## src/rtl/div_pkg.sv

```systemverilog
// Shared types and constants for the divider issue queue.
//   DIV_OP_W / DIV_TAG_W / DIV_XLEN : field widths of a queue entry
//   DIV_OP_QUOT                      : op code selecting the quotient result
//   div_opnd_t / div_entry_t         : per-operand and per-entry state
//   opnd_snoop()                     : CDB capture for one operand
package div_pkg;

    localparam int DIV_OP_W  = 4;
    localparam int DIV_TAG_W = 7;
    localparam int DIV_XLEN  = 32;

    localparam logic [DIV_OP_W-1:0] DIV_OP_QUOT = 4'b0001;

    typedef struct packed {
        logic                 rdy;
        logic [DIV_TAG_W-1:0] tag;
        logic [DIV_XLEN-1:0]  val;
    } div_opnd_t;

    typedef struct packed {
        logic                 valid;
        logic [DIV_OP_W-1:0]  op;
        logic [DIV_XLEN-1:0]  pc;
        logic [DIV_TAG_W-1:0] dest;
        div_opnd_t            a;
        div_opnd_t            b;
    } div_entry_t;

    // A pending operand whose producer tag is on the CDB takes the broadcast value.
    function automatic div_opnd_t opnd_snoop(input div_opnd_t o, input logic cv,
                                             input logic [DIV_TAG_W-1:0] ct,
                                             input logic [DIV_XLEN-1:0] cval);
        div_opnd_t r;
        r = o;
        if (!o.rdy && cv && (o.tag == ct)) begin
            r.rdy = 1'b1;
            r.val = cval;
        end
        return r;
    endfunction

endpackage

```

## src/rtl/div_age_select.sv

```systemverilog
// Oldest-ready picker driven by an age matrix.
//   ready_i : per-entry ready vector
//   age_i   : age_i[i][j] = 1 when entry i is older than entry j
//   grant_o : one-hot (or zero) grant of the oldest ready entry
module div_age_select #(
    parameter int N = 8
) (
    input  logic [N-1:0]        ready_i,
    input  logic [N-1:0][N-1:0] age_i,
    output logic [N-1:0]        grant_o
);

    for (genvar i = 0; i < N; i++) begin : g_lane
        logic [N-1:0] older_rdy;
        always_comb begin
            older_rdy = '0;
            for (int j = 0; j < N; j++)
                older_rdy[j] = (j != i) && ready_i[j] && age_i[j][i];
        end
        // Age is a strict total order over valid entries, so at most one lane wins.
        assign grant_o[i] = ready_i[i] && !(|older_rdy);
    end

endmodule

```

## src/rtl/div_issue_queue.sv

```systemverilog
// Reservation station in front of the pipelined divider.
// Holds dispatched divide/remainder ops, snoops the CDB for missing operands and
// issues the oldest fully-ready entry as a registered one-cycle div_start pulse.
//   clk, reset (async, active-high), flush (sync, empties the queue)
//   dispatch_*  : op offer from rename/dispatch, dispatch_ready back-pressure
//   src_a_* / src_b_* : operand ready flag, producer tag, value
//   cdb_*       : result broadcast
//   div_*       : start pulse plus operands/dest/pc/op toward the divider
//   occupancy   : number of valid entries
// TAG_W/XLEN/OP_W must match the widths in div_pkg (entries are stored as div_entry_t).
module div_issue_queue
    import div_pkg::*;
#(
    parameter int DEPTH = 8,
    parameter int TAG_W = DIV_TAG_W,
    parameter int XLEN  = DIV_XLEN,
    parameter int OP_W  = DIV_OP_W
) (
    input  logic                     clk,
    input  logic                     reset,
    input  logic                     flush,
    input  logic                     dispatch_valid,
    output logic                     dispatch_ready,
    input  logic [OP_W-1:0]          dispatch_op,
    input  logic [XLEN-1:0]          dispatch_pc,
    input  logic [TAG_W-1:0]         dispatch_dest,
    input  logic                     src_a_rdy,
    input  logic [TAG_W-1:0]         src_a_tag,
    input  logic [XLEN-1:0]          src_a_val,
    input  logic                     src_b_rdy,
    input  logic [TAG_W-1:0]         src_b_tag,
    input  logic [XLEN-1:0]          src_b_val,
    input  logic                     cdb_valid,
    input  logic [TAG_W-1:0]         cdb_tag,
    input  logic [XLEN-1:0]          cdb_value,
    output logic                     div_start,
    output logic [XLEN-1:0]          div_A,
    output logic [XLEN-1:0]          div_B,
    output logic [TAG_W-1:0]         div_pa,
    output logic [XLEN-1:0]          div_pc,
    output logic [OP_W-1:0]          div_op,
    output logic [$clog2(DEPTH):0]   occupancy
);

    localparam int IDX_W = $clog2(DEPTH);
    localparam int CNT_W = IDX_W + 1;

    div_entry_t [DEPTH-1:0]            ent_q, ent_d;
    logic       [DEPTH-1:0][DEPTH-1:0] age_q, age_d;
    logic       [CNT_W-1:0]            occ_q, occ_d;
    logic       [DEPTH-1:0]            ready, grant;
    logic       [IDX_W-1:0]            alloc_idx, sel_idx;
    logic                              disp_acc, issue;

    logic             start_q;
    logic [XLEN-1:0]  a_q, b_q, pc_q;
    logic [TAG_W-1:0] pa_q;
    logic [OP_W-1:0]  op_q;

    // Readiness comes from registered state only: a dispatch or wakeup this
    // cycle becomes issuable next cycle.
    always_comb begin
        for (int i = 0; i < DEPTH; i++)
            ready[i] = ent_q[i].valid && ent_q[i].a.rdy && ent_q[i].b.rdy;
    end

    div_age_select #(.N(DEPTH)) u_sel (
        .ready_i (ready),
        .age_i   (age_q),
        .grant_o (grant)
    );

    // Lowest free slot / index of the one-hot grant (descending loop: lowest wins).
    always_comb begin
        alloc_idx = '0;
        sel_idx   = '0;
        for (int i = DEPTH - 1; i >= 0; i--) begin
            if (!ent_q[i].valid) alloc_idx = i[IDX_W-1:0];
            if (grant[i])        sel_idx   = i[IDX_W-1:0];
        end
    end

    assign dispatch_ready = (occ_q < CNT_W'(DEPTH));
    assign disp_acc       = dispatch_valid && dispatch_ready;
    assign issue          = |grant;

    always_comb begin
        ent_d = ent_q;
        age_d = age_q;
        occ_d = occ_q + CNT_W'(disp_acc) - CNT_W'(issue);

        for (int i = 0; i < DEPTH; i++) begin
            if (ent_q[i].valid) begin
                ent_d[i].a = opnd_snoop(ent_q[i].a, cdb_valid, cdb_tag, cdb_value);
                ent_d[i].b = opnd_snoop(ent_q[i].b, cdb_valid, cdb_tag, cdb_value);
            end
        end

        if (issue) ent_d[sel_idx].valid = 1'b0;

        if (disp_acc) begin
            ent_d[alloc_idx].valid = 1'b1;
            ent_d[alloc_idx].op    = dispatch_op;
            ent_d[alloc_idx].pc    = dispatch_pc;
            ent_d[alloc_idx].dest  = dispatch_dest;
            ent_d[alloc_idx].a     = opnd_snoop('{rdy: src_a_rdy, tag: src_a_tag, val: src_a_val},
                                                cdb_valid, cdb_tag, cdb_value);
            ent_d[alloc_idx].b     = opnd_snoop('{rdy: src_b_rdy, tag: src_b_tag, val: src_b_val},
                                                cdb_valid, cdb_tag, cdb_value);
            // Newcomer is younger than everything: clear its row, set its column.
            for (int j = 0; j < DEPTH; j++) begin
                age_d[alloc_idx][j] = 1'b0;
                if (j != int'(alloc_idx)) age_d[j][alloc_idx] = 1'b1;
            end
        end

        if (flush) begin
            for (int i = 0; i < DEPTH; i++) ent_d[i].valid = 1'b0;
            occ_d = '0;
        end
    end

    always_ff @(posedge clk or posedge reset) begin
        if (reset) begin
            ent_q   <= '0;
            age_q   <= '0;
            occ_q   <= '0;
            start_q <= 1'b0;
            a_q     <= '0;
            b_q     <= '0;
            pc_q    <= '0;
            pa_q    <= '0;
            op_q    <= '0;
        end else begin
            ent_q   <= ent_d;
            age_q   <= age_d;
            occ_q   <= occ_d;
            start_q <= issue && !flush;
            if (issue && !flush) begin
                a_q  <= ent_q[sel_idx].a.val;
                b_q  <= ent_q[sel_idx].b.val;
                pc_q <= ent_q[sel_idx].pc;
                pa_q <= ent_q[sel_idx].dest;
                op_q <= ent_q[sel_idx].op;
            end
        end
    end

    assign div_start = start_q;
    assign div_A     = a_q;
    assign div_B     = b_q;
    assign div_pc    = pc_q;
    assign div_pa    = pa_q;
    assign div_op    = op_q;
    assign occupancy = occ_q;

endmodule

```

## config.mk

```make
export PLATFORM = sky130hd
export DESIGN_NAME = div_issue_queue
export DESIGN_NICKNAME = d
export VERILOG_FILES = /design/src/rtl/div_pkg.sv /design/src/rtl/div_age_select.sv /design/src/rtl/div_issue_queue.sv
export SDC_FILE = /design/constraint.sdc
export NUM_CORES = 2
export LEC_CHECK = 0
export ABC_AREA = 1
export BUFFER_PORTS_ARGS = -buffer_cell sky130_fd_sc_hd__buf_2
export CAP_MARGIN = 30
export CORE_ASPECT_RATIO = 1.4
export CORE_MARGIN = 1
export CORE_UTILIZATION = 55
export CTS_CLUSTER_DIAMETER = 60
export DETAILED_ROUTE_END_ITERATION = 8
export HOLD_SLACK_MARGIN = 0.05
export PLACE_DENSITY_LB_ADDON = 0.15
export SETUP_SLACK_MARGIN = 0.1
export SLEW_MARGIN = 5
export SYNTH_ARGS = -nofsm -noshare
export SYNTH_HDL_FRONTEND = slang
export SYNTH_SLANG_ARGS = --single-unit
```

## constraint.sdc

```tcl
create_clock -name clk -period 82.5 [get_ports clk]
set_clock_uncertainty 0.15 [all_clocks]
set_input_delay 8.25 -clock clk [delete_from_list [all_inputs] [get_ports clk]]
set_output_delay 8.25 -clock clk [all_outputs]
set_load 0.01 [all_outputs]
```

== Word-level counts from Yosys, hierarchy flattened ==
Index checks and enable logic that the tools add are counted.
Cells by class
  muxes and demuxes: 131
  divide/modulo/power cells: 0
  multipliers: 0
  order comparisons: 5
  add/sub/neg operators: 2
  shifts and indexed selects: 0
  equality and inequality tests: 25
  reduce and logical (&&, ||, !) cells: 157
  bitwise logic cells: 24
Operator list (number)
  $bwmux W992: 7
  $demux W124 S3: 7
  $mux W992: 2
  $mux W80: 9
  $mux W32: 20
  $and A64 B64 Y64: 8
  $not A64 Y64: 8
  $bmux W124 S3: 1
  $mux W124: 2
  $mux W123: 2
  $demux W8 S3: 8
  $mux W8: 16
  $eq A7 B7 Y1: 18
  $logic_and A1 B1 Y1: 120
  $mux W119: 1
  $mux W87: 1
  $or A8 B8 Y8: 8
  $reduce_or A7 Y1: 8
  $mux W3: 17
  $mux W40: 1
  $mux W1: 30
  $logic_not A1 Y1: 27
  $ne A3 B3 Y1 const A: 4
  $lt A3 B4 Y1 const B: 2
  other kinds (14): 17
Storage, ports and cells
  memory bits (read-only): 0
  memory bits (writable): 0
  register bits: 1168
  latch bits: 0
  output and inout port bits: 113
  memories kept: 0
  bits of input ports: 167

== Longest topological paths before layout ==
  depth in word-level cells: 44
  mapped depth: 21

== By module ==
Synthesis repeated with hierarchy kept, for this count alone.
Second synthesis, totals
  cells, all modules: 8610
  area total of the unflattened synthesis: 62257.2 µm²
Modules (own cells, without submodules)
  div_issue_queue: instances 1, cells each 8466, area each 61654.1 µm², sequential area each 29228.0 µm²
  div_age_select: instances 1, cells each 144, area each 603.1 µm², sequential area each 0.0 µm²

== Worst setup path before layout ==
Ideal clock, no wire load.
  path kind: input -> register
  start: in cdb_tag[3]
  end: reg ent_q[537] (netlist bit)
  path slack: 72.184 ns
  arrival: 10.028 ns
  stages on the path: 11
  data required time: 82.212 ns
  path through: buf_2 -> buf_2 -> xnor2_1 -> nand3_1 -> nor4_1 -> nand2_1 -> buf_2 -> nand2_1 -> o21ai_0 -> nand2_1 -> o21ai_0
RTL lines
  start, declared: line div_issue_queue.sv:34  | input logic [TAG_W-1:0] cdb_tag,
  end signal, assigned: line div_issue_queue.sv:135  | ent_q <= ent_d;
  end, declared: line div_issue_queue.sv:48  | div_entry_t [DEPTH-1:0] ent_q, ent_d;

==> results.sh <==
export IMPL_worstSetupStartpointType="primary input"
export IMPL_layout_nets=7936
export IMPL_rsz0062_at_grt="false"
export IMPL_worstPathMaxFanout=89
export IMPL_grt_usage=0.372
export IMPL_end_kind="async pin"
export IMPL_cp_data_arrival_time_ns=11.94
export IMPL_core_region_area_mm2=0.107
export IMPL_cts_tree="built"
export IMPL_drv_slew=0
export IMPL_synth_common_cells="2004 x nand2_1, 1214 x o21ai_0, 1160 x dfrtp_1"
export IMPL_maxSlewHeadroom=0.241
export IMPL_clockBufferDepth=3
export IMPL_cp_endpoint="ent_q[297]$_DFF_PP0_"
export IMPL_async_reset_ff_frac=1.00
export IMPL_numPortBuffers=279
export IMPL_totalWireLength_um=204000
export IMPL_synth_distinct_cells=44
export IMPL_grt_antenna_before_repair=20
export IMPL_drive_gt1_frac=0.0841
export IMPL_antenna_left=0
export IMPL_syn_inst=7873
export IMPL_peakVddDrop_v=0.0000213
export IMPL_cap_violations=0
export IMPL_start_util=0.555
export IMPL_yosys_cell_count_top_type="nand2_1"
export IMPL_grt_pass1_wl_um=312000
export IMPL_hold_path_class="reg2reg"
export IMPL_worst_slack_ns=71.21
export IMPL_ff2ff_path_depth=18
export IMPL_routed_via_count=55400
export IMPL_gr_total_overflow=0
export IMPL_hpwl_um=118000
export IMPL_crit_type="in2async"
export IMPL_die_x_um=280
export IMPL_postCtsSetupRepairBufs=0
export IMPL_r2r_end="div_A[17]$_DFFE_PP0P_"
export IMPL_cp_data_required_time_ns=83.15
export IMPL_drc=0
export IMPL_die_h_um=391
export IMPL_final_period_utilization=0.137
export IMPL_netlist_area_leader_share=0.489
export IMPL_power_frac_comb=0.231
export IMPL_worstReg2RegStart="ent_q[247]$_DFF_PP0_"
export IMPL_first_pass_iters=6
export IMPL_cts_root_buffer="clkbuf_16"
export IMPL_seq_power_share=0.441
export IMPL_dp_slack_ns=70.04
export IMPL_synth_seq_cells=1160
export IMPL_reg2reg_slack_ns=76.29
export IMPL_rows=142
export IMPL_worst_slew_pin_slew_ns=1.13
export IMPL_synth_seq_area_share=0.489
export IMPL_clk_insertion_delay_late_ns=0.75
export IMPL_postPlaceCellArea_mm2=0.0612
export IMPL_avgViaCountPerCell=5.95
export IMPL_clock_power_share=0.327
export IMPL_grt_pass1_vias=51900
export IMPL_hold_viol_final=0
export IMPL_htree_levels=3
export IMPL_setup_tns_ns=0
export IMPL_place_gp_congestion=0.896
export IMPL_fin_area_mm2=0.0654
export IMPL_syn_area_mm2=0.0594
export IMPL_ys_top_cells_by_area="dfrtp_1 49%, nand2_1 13%, o21ai_0 10%, nand3_1 6.3%, inv_1 4.1%"
export IMPL_pin_count=280
export IMPL_p_int_mw=1.15
export IMPL_hold_buffers=0
export IMPL_crit_start="reset"
export IMPL_synthFlopType="dfrtp_1"
export IMPL_p_sw_frac=0.319
export IMPL_max_clock_freq_mhz=88.5
export IMPL_yosysWarningCount=0
export IMPL_fin_crit_ns=11.29
export IMPL_clock_sinks=1160
export IMPL_die_area_mm2=0.109
export IMPL_p_leak_nw=32.5
export IMPL_status="completed"
export IMPL_synth_area_per_cell_um2=7.55
export IMPL_syn2layout_area_growth_pct=10.1
export IMPL_first_iter_violations=6189
export IMPL_power_switching_uw=538
export IMPL_grt_max_degree=163
export IMPL_synth_top_cell_by_area="dfrtp_1"
export IMPL_numCtsBuffers=113
export IMPL_power_density_mw_per_mm2=25.8
export IMPL_cts_resized_gates=0
export IMPL_stdcell_count=9314
export IMPL_synth_fp_nets=8045
export IMPL_setup_viol=0
export IMPL_path_clk_slew_ns=0.06
export IMPL_dpl_cell_count=9080
export IMPL_routedWlPerCell_um=21.9
export IMPL_synth_edf_count=0
how the worst min path moves through the flow:
stage                           startpoint                     end  slack (ns)  depth (start not counted)
finish              ent_q[368]$_DFFE_PP0P_  ent_q[368]$_DFFE_PP0P_        0.33                          2
floorplan            age_q[12]$_DFFE_PP0P_   age_q[12]$_DFFE_PP0P_        0.29                          2
CTS                  age_q[51]$_DFFE_PP0P_   age_q[51]$_DFFE_PP0P_        0.33                          2
detailed placement  div_pc[17]$_DFFE_PP0P_  div_pc[17]$_DFFE_PP0P_        0.31                          2
global route        ent_q[369]$_DFFE_PP0P_  ent_q[369]$_DFFE_PP0P_        0.35                          2
global placement     age_q[12]$_DFFE_PP0P_   age_q[12]$_DFFE_PP0P_        0.31                          2
flip-flops by register name (all words and copies together), names as in the netlist, named ones only:
signal and cells:
age_q 52, div_pa 7, div_start 1, ent_q 992, div_op 4, occupancy 4
div_A 32, div_B 32, div_pc 32
critical path, stage by stage:
cell    delay [ns]
buf_2         0.13
inv_8         0.41
buf_4         0.75
buf_4         0.81
buf_4         0.34
buf_16        0.30
buf_4         0.65
power by group through the flow:
| stage | Sequential (mW) | Combinational [mW] | Clock [mW] |
|---|---|---|---|
| 4_1_cts | 0.743 | 0.388 | 0.556 |
| 3_3_place_gp | 0.749 | 0.376 | 0 |
| 3_5_place_dp | 0.752 | 0.387 | 0 |
| 2_1_floorplan | 0.756 | 0.261 | 0 |
| 6_report | 0.744 | 0.390 | 0.552 |
| 5_1_grt | 0.757 | 0.443 | 0.578 |
through the flow:
step	total power [mW]	hold slack [ns]	util
floorplan	1.02	0.292	-
global placement	1.13	0.306	0.570
detailed placement	1.14	0.310	0.572
CTS	1.69	0.330	0.608
global route	1.78	0.346	0.610
finish	1.69	0.326	0.610
routing by layer:
layer | wire length (um) | global-route usage
met1 | 78700 | 0.473
met2 | 93800 | 0.593
met3 | 18800 | 0.0673
met4 | 12800 | 0.220
met5 | 121 | 0
final cells by class:
| class | instances | area [um2] |
|---|---|---|
| Clock buffer | 170 | 3400 |
| Inverter | 659 | 2520 |
| Timing Repair Buffer | 398 | 2580 |
| Antenna cell | 15 | 37.5 |
| Sequential cell | 1160 | 29000 |
| Fill cell | 9721 | 41700 |
| Tap cell | 1440 | 1800 |
| Multi-Input combinational cell | 5432 | 25500 |
| Clock inverter | 40 | 517 |
placed cells by master, fill, tap and decap left out, types with 10 or more instances in the layout:
cell and count:
a21oi_1 236, nand3b_1 115, xor2_1 47, nand2_2 15, nor2_1 548, buf_16 12
clkbuf_16 115, dfrtp_1 1160, buf_2 281, o21ai_1 76, nor4_1 20, a31oi_1 78
buf_4 99, diode_2 15, o22ai_1 12, inv_2 13, bufinv_16 10, xnor2_1 37
nand2_1 1988, inv_1 637, o211ai_1 70, nand3_1 750, clkbuf_8 32, nand4_1 158
clkbuf_1 23, clkinv_2 20, o21ai_0 1214
cell families after synthesis:
family,count (synthesis),synth area share
AO/OA/AOI/OAI,1706,0.150
XOR/XNOR,84,0.0124
adder cells (fa/ha/maj),5,0.00118
buffers and inverters,1281,0.0853
flip-flops,1160,0.489
AND/OR/NAND/NOR,3637,0.263
Note: power is estimated with default switching activity, not from simulation.
